## src/rtl/fp_div_unit.sv

```systemverilog
// fp_div_unit: IEEE754 single-precision divider (data1/data2).
// Restoring mantissa division, one quotient bit per cycle, then a single
// normalize/round-to-nearest-even stage. Denormal operands flush to zero.
module fp_div_unit #(
    parameter int QBITS = 26
) (
    input  logic        sys_clk,
    input  logic        sys_rst_n,
    input  logic        sel_div,
    input  logic [31:0] data1_in,
    input  logic [31:0] data2_in,
    output logic [31:0] div_result_out,
    output logic        div_vld_out,
    output logic        div_busy
);

    localparam int CW = $clog2(QBITS);

    typedef enum logic [2:0] {
        IDLE,
        UNPACK,
        ITER,
        NORM_RND,
        DONE
    } state_t;

    state_t r_state, w_next;

    logic [31:0]        r_a, r_b;
    logic               r_sign;
    logic [31:0]        r_spec;
    logic [23:0]        r_mb;
    logic [24:0]        r_rem;
    logic [QBITS-1:0]   r_q;
    logic signed [9:0]  r_exp;
    logic [CW-1:0]      r_cnt;
    logic [31:0]        r_result;
    logic               r_vld;

    // ---------------- operand classification ----------------
    logic [7:0]  w_e1, w_e2;
    logic [22:0] w_f1, w_f2;
    logic        w_sign;
    logic        w_nan1, w_nan2, w_inf1, w_inf2, w_zero1, w_zero2;
    logic        w_special;
    logic [31:0] w_spec_res;

    assign w_e1    = r_a[30:23];
    assign w_e2    = r_b[30:23];
    assign w_f1    = r_a[22:0];
    assign w_f2    = r_b[22:0];
    assign w_sign  = r_a[31] ^ r_b[31];
    assign w_nan1  = (w_e1 == 8'hFF) && (w_f1 != 23'd0);
    assign w_nan2  = (w_e2 == 8'hFF) && (w_f2 != 23'd0);
    assign w_inf1  = (w_e1 == 8'hFF) && (w_f1 == 23'd0);
    assign w_inf2  = (w_e2 == 8'hFF) && (w_f2 == 23'd0);
    // exponent zero covers both true zero and denormals (flushed)
    assign w_zero1 = (w_e1 == 8'h00);
    assign w_zero2 = (w_e2 == 8'h00);
    assign w_special = w_nan1 | w_nan2 | w_inf1 | w_inf2 | w_zero1 | w_zero2;

    // special-result selection, highest priority first
    always_comb begin
        w_spec_res = {w_sign, 31'd0};
        if (w_nan1 || w_nan2)
            w_spec_res = 32'h7FC0_0000;
        else if ((w_inf1 && w_inf2) || (w_zero1 && w_zero2))
            w_spec_res = 32'h7FC0_0000;
        else if (w_inf1 || w_zero2)
            w_spec_res = {w_sign, 8'hFF, 23'd0};
        else
            w_spec_res = {w_sign, 31'd0};
    end

    // ---------------- restoring division step ----------------
    logic        w_ge;
    logic [23:0] w_diff;
    logic [24:0] w_rem_nxt;

    assign w_ge      = (r_rem >= {1'b0, r_mb});
    // after a subtract the remainder is below mb, so 24 bits suffice
    assign w_diff    = w_ge ? (r_rem[23:0] - r_mb) : r_rem[23:0];
    assign w_rem_nxt = {w_diff, 1'b0};

    // ---------------- normalize and round ----------------
    logic [QBITS-1:0]  w_qn;
    logic signed [9:0] w_exp_n, w_exp_r;
    logic [23:0]       w_mant;
    logic              w_guard, w_sticky, w_rup, w_carry;
    logic [22:0]       w_frac;
    logic [31:0]       w_norm_res;

    // quotient below 1.0 gets one left shift so its leading one is the MSB
    assign w_qn     = r_q[QBITS-1] ? r_q : {r_q[QBITS-2:0], 1'b0};
    assign w_exp_n  = r_q[QBITS-1] ? r_exp : (r_exp - 10'sd1);
    assign w_mant   = w_qn[QBITS-1 -: 24];
    assign w_guard  = w_qn[QBITS-25];
    assign w_sticky = (|w_qn[QBITS-26:0]) | (|r_rem);
    assign w_rup    = w_guard & (w_sticky | w_mant[0]);
    // an all-ones mantissa rounding up wraps the fraction to 1.0
    assign w_carry  = w_rup & (&w_mant);
    assign w_frac   = w_mant[22:0] + {22'd0, w_rup};
    assign w_exp_r  = w_carry ? (w_exp_n + 10'sd1) : w_exp_n;

    // range check of the final exponent
    always_comb begin
        w_norm_res = {r_sign, w_exp_r[7:0], w_frac};
        if (w_exp_r >= 10'sd255)
            w_norm_res = {r_sign, 8'hFF, 23'd0};
        else if (w_exp_r <= 10'sd0)
            w_norm_res = {r_sign, 31'd0};
    end

    // ---------------- control ----------------
    // state register
    always_ff @(posedge sys_clk or negedge sys_rst_n) begin
        if (!sys_rst_n) r_state <= IDLE;
        else            r_state <= w_next;
    end

    // next-state logic; sel_div only matters in IDLE
    always_comb begin
        w_next = r_state;
        case (r_state)
            IDLE:     if (sel_div) w_next = UNPACK;
            UNPACK:   w_next = w_special ? DONE : ITER;
            ITER:     if (r_cnt == CW'(QBITS-1)) w_next = NORM_RND;
            NORM_RND: w_next = IDLE;
            DONE:     w_next = IDLE;
            default:  w_next = IDLE;
        endcase
    end

    // datapath registers, advanced according to the current state
    always_ff @(posedge sys_clk or negedge sys_rst_n) begin
        if (!sys_rst_n) begin
            r_a      <= '0;
            r_b      <= '0;
            r_sign   <= 1'b0;
            r_spec   <= '0;
            r_mb     <= '0;
            r_rem    <= '0;
            r_q      <= '0;
            r_exp    <= '0;
            r_cnt    <= '0;
            r_result <= '0;
            r_vld    <= 1'b0;
        end else begin
            r_vld <= (r_state == NORM_RND) || (r_state == DONE);
            case (r_state)
                IDLE: begin
                    if (sel_div) begin
                        r_a <= data1_in;
                        r_b <= data2_in;
                    end
                end
                UNPACK: begin
                    r_sign <= w_sign;
                    r_spec <= w_spec_res;
                    r_mb   <= {1'b1, w_f2};
                    r_rem  <= {2'b01, w_f1};
                    r_exp  <= $signed({2'b00, w_e1}) - $signed({2'b00, w_e2}) + 10'sd127;
                    r_cnt  <= '0;
                    r_q    <= '0;
                end
                ITER: begin
                    r_q   <= {r_q[QBITS-2:0], w_ge};
                    r_rem <= w_rem_nxt;
                    r_cnt <= r_cnt + CW'(1);
                end
                NORM_RND: r_result <= w_norm_res;
                DONE:     r_result <= r_spec;
                default: ;
            endcase
        end
    end

    assign div_result_out = r_result;
    assign div_vld_out    = r_vld;
    assign div_busy       = (r_state != IDLE);

endmodule

```

## config.mk

```make
export PLATFORM = sky130hd
export DESIGN_NAME = fp_div_unit
export DESIGN_NICKNAME = d
export VERILOG_FILES = /design/src/rtl/fp_div_unit.sv
export SDC_FILE = /design/constraint.sdc
export NUM_CORES = 1
export LEC_CHECK = 0
export CORE_MARGIN = 2
export CORE_UTILIZATION = 30
export DETAILED_ROUTE_END_ITERATION = 7
export HOLD_SLACK_MARGIN = 0.12
export SKIP_CTS_REPAIR_TIMING = 1
export SYNTH_ARGS = -nofsm -noshare
export SYNTH_HDL_FRONTEND = slang
export SYNTH_SLANG_ARGS = --single-unit
```

## constraint.sdc

```tcl
create_clock -name sys_clk -period 8.3 [get_ports sys_clk]
set_clock_uncertainty 0.15 [all_clocks]
set_input_delay 2.49 -clock sys_clk [delete_from_list [all_inputs] [get_ports sys_clk]]
set_output_delay 2.49 -clock sys_clk [all_outputs]
set_load 0.1 [all_outputs]
```

==> results of run 1 <==
==> sequential cells by signal (all words and copies together), names as in the netlist <==
name,cells
div_result_out,32
div_vld_out,1
r_a,32
r_b,32
r_cnt,5
r_exp,10
r_mb,24
r_q,26
r_rem,25
r_sign,1
r_spec,3
r_state,3
==> area by class of cell <==
cell class	instances	area (um^2)	share of cell area [%]
inverters	52	195	1.50
multi-input cells	829	5710	44.0
well taps	468	586	4.50
clock inverters	14	139	1.07
flip-flops and latches	194	4860	37.3
clock buffers	18	439	3.38
repair buffers	109	1070	8.25
==> power breakdown <==
group	leakage [uW]	internal [uW]	switching [uW]	total, uW
sequential	0.00241	1340	408	1740
clock	0.000282	431	393	824
combinational	0.00262	1330	1880	3200
total	0.00532	3090	2680	5770
==> logic make-up after synthesis <==
logic type / share of synthesized area, %
buffers and inverters: 4.16
AOI/OAI and AO/OA: 17.0
adders and majority gates: 4.79
and+or+nand+nor: 14.8
DFF: 44.1
muxes: 9.13
xor gates and xnor gates: 6.10
==> routing by layer <==
metal  share of wire (%)  wire length (um)  GRT usage, %  up-vias
li1                    -                 -             -     4214
met1                  50             13100          20.1     4014
met2                  45             11900          22.0      151
met3                 3.7               971          2.69       28
met4                 1.9               501          4.64        0
met5                   0                 0             0        -
==> critical path: stages (launching register included) <==
cell and delay, ns:
dfrtp_2 0.56, buf_4 0.52, mux2i_1 0.20, nor4b_2 0.39, o211ai_1 0.18, nor4_2 0.85, and2_4 0.29, a21oi_1 0.07
a31oi_1 0.25, xnor2_2 0.21, nor4b_4 0.96, a32o_1 0.29
==> final timing paths <==
kind	startpoint	endpoint	slack (ns)	depth (start not counted)
setup / recovery	r_q[25]	div_result_out[15]	3.30	11
hold / removal	r_mb[23]	r_mb[23]	0.31	2
setup reg to reg	r_q[25]	div_result_out[15]	3.30	11
hold reg to reg	r_mb[23]	r_mb[23]	0.31	2
max in group asynchronous	sys_rst_n	r_mb[11]	4.83	2
min in group asynchronous	sys_rst_n	div_result_out[5]	1.87	1
==> cell usage after synthesis (all sizes together) (22+ instances only) <==
cell type / instances / area [um^2]
dfrtp: 194 / 4850
nand2: 121 / 454
o21ai: 86 / 430
nor2: 66 / 248
mux2: 65 / 736
a21oi: 60 / 300
inv: 51 / 191
a22o: 46 / 403
xnor2: 45 / 402
clkbuf: 44 / 166
ha: 39 / 488
nand3: 32 / 160
xor2: 30 / 270
mux2i: 27 / 270
nor3: 22 / 120
nor4: 22 / 144
==> through the flow <==
| stage | std cells | utilization, % | cell area (um^2) | worst slack, ns |
|---|---|---|---|---|
| floorplan | 1135 | - | 11000 | 4.33 |
| finish | 1684 | 35.8 | 13000 | 3.30 |
| global route | 1684 | 35.8 | 13000 | 2.78 |
| CTS | 1684 | 35.8 | 13000 | 3.26 |
| global placement | 1652 | 34.2 | 12400 | 3.39 |
| detailed placement | 1652 | 34.2 | 12400 | 3.29 |
==> layout by cell type, fill, tap and decap left out, drive strengths merged, types with 8 or more instances in the layout <==
master | netlist | routed
xnor2 | 45 | 45
nor2b | 9 | 9
dfrtp | 194 | 194
ha | 39 | 39
o21a | 9 | 9
a31oi | 12 | 12
o21ai | 86 | 86
mux2i | 27 | 27
xor2 | 30 | 30
clkdlybuf4s50 | 0 | 99
buf | 16 | 9
nand2b | 8 | 8
nand3 | 32 | 32
a21o | 16 | 16
nor4 | 22 | 22
nand2 | 121 | 121
inv | 51 | 59
nand4 | 13 | 13
o22ai | 16 | 16
clkbuf | 44 | 19
a22o | 46 | 46
a21oi | 60 | 60
mux2 | 65 | 65
nor2 | 66 | 66
nor3 | 22 | 22
==> reports/qor.csv, run 1 <==
metric,value,unit
power.density,444,nW/um^2
synth_area,11000,um^2
hold_viol,0,
period_share,60.3,%
clk_path_buf_depth,2,
drtAntennaViolNets,0,
vias,8407,
design.die.area,38300,um^2
cp.required,8.53,ns
htreeDepth,4,
synth_seq_cells,194,
worst_hold_slack,0.311,ns
wirelength,26.5,mm
pin_count,101,
cp_max_fo,46,
antenna_cells,0,
power,5770,uW
synth_nets,1243,
seq_area_frac_synth,44.1,%
end_kind,flip-flop,
p_leak,0.00532,uW
max_slew_margin,25.3,%
period_needed,5.00,ns
syn_inst,1135,
via_per_inst,4.99,
layout.nets,1311,
max_freq,200,MHz
track_usage,14.3,%
fill_cells,3687,
worst_pin_slew,1.12,ns
hp-class,reg2reg,
final-max-slew-violation-count,0,
die_width,196,um
fin_tns_setup,0,ns
core.rowCount,70,
cp.arrival,5.23,ns
drv_cap,0,
start_kind,flip-flop,
core_area,36300,um^2
drt-initial-drc-count,485,
ys_warn_count,0,
grt_setup_unrepaired,no,
place_congestion,0.823,
cts.sinks,194,
status,"finished, final reports clean",
cts-buffers-inserted,17,
wl_per_cell,15.7,um
initial_utilization,30.3,%
clkLatencyLatePin,0.44,ns
ir_worst_vdd,0.208,mV
finalSetupViolCount,0,
overflow,0,
layout-drive-gt1-share,10.4,%
synthArstFlopShare,100,%
synth-edff-count,0,
drtPass1Iterations,6,
critical_path_class,reg2reg,
cts_tree,yes,
yosys.cell_types.count,75,
drc,0,
hpwlAfterDp,19.6,mm
synthFlopType,dfrtp_1,
first_global_vias,8137,
io_buffer_count,100,
grt_first_pass_wirelength,43.8,mm
clk_pin_slew_worst_paths,0.07,ns
avgSynthCellArea,9.71,um^2
grt_max_degree,72,
antenna_found_initial,0,
die_h,196,um
area_growth,18.0,%
root_buffer,clkbuf_16,
Power figures use the tool's default switching activity.
==> run 2: changes to the inputs <==
clock period = 5.1 ns   (was 8.3 ns; I/O delays follow)
==> run 2 against run 1 <==
Against the previous run: die area is the same; sequential share of layout area shrank 0.18 points; via count grew 1.4%; sequential cell count is the same; wire length grew 1.4%; critical path depth grew 2; total power grew 64%; worst hold slack lost 0.0022 ns; non-clock buffer count grew 3; cell count grew 0.18%; sequential power grew 62%; highest routed layer unchanged.
==> reports/qor.csv, run 2 (synthesis results as in run 1) <==
metric,value,unit
status,"finished, final reports clean",
antenna_cells,0,
max_slew_margin,23.9,%
max_freq,242,MHz
via_per_inst,5.05,
cp.required,5.33,ns
grt_first_pass_wirelength,43.6,mm
area_growth,18.6,%
initial_utilization,30.3,%
p_leak,0.00535,uW
drtAntennaViolNets,0,
antenna_found_initial,0,
hp-class,reg2reg,
route.met2.wl,12.3,mm
layout_common_cells,"dfrtp_1 (193), nand2_1 (121), clkdlybuf4s50_1 (99)",
root_buffer,clkbuf_16,
cp_common_cell,buf_4,
drc,0,
fin_area,13100,um^2
track_usage,14.3,%
vias,8523,
wirelength,26.8,mm
die_width,196,um
worst_pin_slew,1.14,ns
final-max-slew-violation-count,0,
final_common_cell,dfrtp_1,
cp.arrival,4.35,ns
core.rowCount,70,
place_area,12500,um^2
cp_max_fo,33,
fill_cells,3637,
clk_pin_slew_worst_paths,0.08,ns
top_layer_used,met4,
period_share,80.9,%
cpMaxStageDelayCell,dfrtp_2,
first_global_vias,8113,
path_delay_family,simple AND/OR/NAND/NOR gates,
drt-initial-drc-count,528,
ir_worst_vdd,0.285,mV
cts.sinks,194,
cts_tree,yes,
grt_max_degree,95,
clkLatencyLatePin,0.44,ns
die_h,196,um
htreeDepth,4,
drtPass1Iterations,4,
end_kind,flip-flop,
critical_path_class,reg2reg,
io_buffer_count,100,
core_area,36300,um^2
wirelength_met1,13.1,mm
overflow,0,
layout-drive-gt1-share,10.6,%
design.die.area,38300,um^2
start_kind,flip-flop,
power.density,725,nW/um^2
cts-buffers-inserted,17,
grt_setup_unrepaired,no,
pin_count,101,
fin_tns_setup,0,ns
crit_buf_inv,3,
finalSetupViolCount,0,
drv_cap,0,
power,9470,uW
layout.nets,1314,
clk_path_buf_depth,2,
place_congestion,0.855,
met3_length,922,um
wl_per_cell,15.9,um
slowest_delay,0.79,ns
hold_viol,0,
period_needed,4.13,ns
worstPathCellList,buf_4 -> mux2i_1 -> nor4b_2 -> o211ai_1 -> nor4_2 -> buf_4 -> and2_4 -> a21oi_1 -> a31oi_1 -> xnor2_2 -> nor4b_4 -> buf_4 -> a32o_1,
hpwlAfterDp,19.8,mm
run 2: cell types whose count changed in the layout (fill, tap and decap cells not counted):
cell        before  now
clkinvlp_4       2    1
clkbuf_8         2    1
inv_8            2    4
clkinv_2         2    0
buf_4            9   10
buf_12           0    2
inv_6            6    4
clkinv_4         1    4
clkinv_8         0    1
run 2: worst min-delay path, cell delays in order (launching register included):
cell and delay [ns]:
dfrtp_1 0.33, inv_1 0.05, nand2_1 0.05
run 2: power breakdown:
part / total (uW) / internal, uW / switching (uW)
sequential: 2820 / 2170 / 647
combinational: 5280 / 2170 / 3110
clock: 1370 / 701 / 673
total: 9470 / 5050 / 4430
run 2: layout make-up:
| class | instances | area, um^2 | share of cell area [%] |
|---|---|---|---|
| multi-input combinational | 829 | 5710 | 43.7 |
| sequential | 194 | 4860 | 37.2 |
| tap | 468 | 586 | 4.48 |
| inverter | 52 | 195 | 1.49 |
| clock buffer | 17 | 425 | 3.26 |
| timing repair buffer | 112 | 1120 | 8.57 |
| clock inverter | 15 | 169 | 1.29 |
run 2: worst paths after layout:
path	start	to	slack [ns]	depth (start not counted)
max in group asynchronous	sys_rst_n	r_mb[11]	2.93	2
min	r_mb[23]	r_mb[23]	0.31	2
min in group asynchronous	sys_rst_n	div_result_out[6]	1.02	1
min reg2reg	r_mb[23]	r_mb[23]	0.31	2
max	r_q[25]	div_result_out[9]	0.97	13
max reg2reg	r_q[25]	div_result_out[9]	0.97	13
run 2: metal layers:
| metal | vias to the layer above | track usage [%] |
|---|---|---|
| met5 | - | 0 |
| li1 | 4227 | - |
| met1 | 4133 | 19.8 |
| met4 | 0 | 4.35 |
| met2 | 140 | 22.7 |
| met3 | 23 | 2.73 |
run 2: through the flow:
stage,worst slack [ns],util [%],hold slack [ns],std cells
floorplan,1.38,-,0.268,1135
global placement,1.09,34.3,0.284,1655
detailed placement,0.981,34.3,0.285,1655
CTS,0.957,35.9,0.304,1687
global route,0.611,35.9,0.350,1687
finish,0.975,35.9,0.309,1687
==> run 3: changes to the inputs <==
clock period = 3.8 ns   (was 5.1 ns; I/O delays follow)
==> run 3 against run 2 <==
Against the previous run: total power grew 35%; via count grew 2.0%; setup slack lost 0.78 ns; critical path depth grew 1; fmax grew 14%; first-iteration DRC count shrank 6.1%; count of clock-buffer cells in the layout grew 1; clock power grew 29%; sequential power grew 34%; cell area grew 0.83%; core utilization grew 0.30 points.
==> reports/qor.csv, run 3 (synthesis results as in run 1) <==
metric,value,unit
status,"finished, final reports clean",
track_usage,14.5,%
swShare,47.0,%
max_slew_margin,44.5,%
htreeDepth,4,
place_area,12500,um^2
p_clk_share,13.9,%
core.rowCount,70,
pin_count,101,
hpwlAfterDp,20.5,mm
vias,8690,
drtPass1Iterations,5,
final-max-slew-violation-count,0,
grt_setup_unrepaired,no,
p_int,6760,uW
clk_path_buf_depth,2,
fill_cells,3680,
io_buffer_count,100,
combPwrFrac,56.4,%
cp.required,3.98,ns
cpMaxStageDelayCell,dfrtp_4,
layout_common_cells,"dfrtp_1 (193), nand2_1 (121), o21ai_0 (85)",
wl_per_cell,16.0,um
clk_pin_slew_worst_paths,0.08,ns
layout-drive-gt1-share,15.2,%
hold_viol,0,
design.die.area,38300,um^2
worstPathCellList,buf_4 -> buf_4 -> mux2i_1 -> nor4b_2 -> o211ai_1 -> nor4_2 -> buf_4 -> nand2_1 -> or3_1 -> a21oi_1 -> nor4b_4 -> buf_4 -> buf_4 -> a32o_1,
die_h,196,um
period_share,94.9,%
drtAntennaViolNets,0,
grt_max_degree,68,
drt-initial-drc-count,496,
root_buffer,clkbuf_16,
clkLatencyLatePin,0.45,ns
worst_hold_slack,0.316,ns
power,12800,uW
cts-buffers-inserted,17,
drc,0,
slowest_delay,0.54,ns
cp.arrival,3.78,ns
finalSetupViolCount,0,
drv_cap,0,
first_global_vias,8366,
max_freq,277,MHz
fin_tns_setup,0,ns
grt_first_pass_wirelength,44.6,mm
cts_tree,yes,
cp_common_cell,buf_4,
place_congestion,0.860,
die_width,196,um
final_common_cell,dfrtp_1,
cp_max_fo,10,
area_growth,19.6,%
ir_worst_vdd,0.409,mV
power.density,969,nW/um^2
fin_area,13200,um^2
layout.nets,1339,
antenna_found_initial,0,
p_leak,0.00553,uW
worst_pin_slew,0.832,ns
seq_power_share,29.7,%
start_kind,flip-flop,
overflow,0,
period_needed,3.61,ns
end_kind,flip-flop,
wirelength,27.4,mm
hp-class,reg2reg,
core_area,36300,um^2
initial_utilization,30.3,%
via_per_inst,5.08,
cts.sinks,194,
antenna_cells,0,
p_sw,6000,uW
critical_path_class,reg2reg,
-- run 3: area by class of cell --
type	count	area [um^2]	area share (%)
timing repair buffer	137	1250	9.47
tap	468	586	4.44
clock inverter	14	131	0.997
multi-input combinational	829	5730	43.5
inverter	52	195	1.48
sequential	194	4860	36.9
clock buffer	18	429	3.26
-- run 3: layer usage --
metal	vias up	global-route usage [%]	routed length [um]
met3	28	2.56	1040
met4	0	4.04	437
li1	4259	-	-
met1	4236	20.2	13400
met2	167	23.4	12600
met5	-	0	0
-- run 3: power by group through the flow --
stage	sequential, uW	combinational (uW)	clock, uW
global route	3910	8000	1910
finish	3790	7200	1770
floorplan	4050	5130	0
detailed placement	3810	7160	0
CTS	3780	7200	1820
global placement	3800	7030	0
-- run 3: worst max-delay path: cells and delay by family (launching register included) --
family	cells	cell delay (ns)
AO/OA/AOI/OAI	3	0.65
flip-flops	1	0.54
buffers and inverters	5	0.90
AND/OR/NAND/NOR	5	1.13
multiplexers	1	0.13
-- run 3: worst paths after layout --
path	start	to	slack [ns]	cells after the start
setup / recovery	r_q[25]	div_result_out[8]	0.19	14
min in group asynchronous	sys_rst_n	r_q[7]	0.52	1
hold / removal	r_mb[23]	r_mb[23]	0.32	2
setup reg to reg	r_q[25]	div_result_out[8]	0.19	14
hold reg to reg	r_mb[23]	r_mb[23]	0.32	2
max in group asynchronous	sys_rst_n	r_q[3]	2.20	2
-- run 3: metrics by stage --
step,std cells,setup WS (ns),utilization [%]
after floorplan,1135,0.0793,-
after global placement,1672,0.238,34.5
after detailed placement,1672,0.0943,34.5
after CTS,1704,-0.0137,36.0
after global routing,1712,0.0484,36.2
final,1712,0.194,36.2
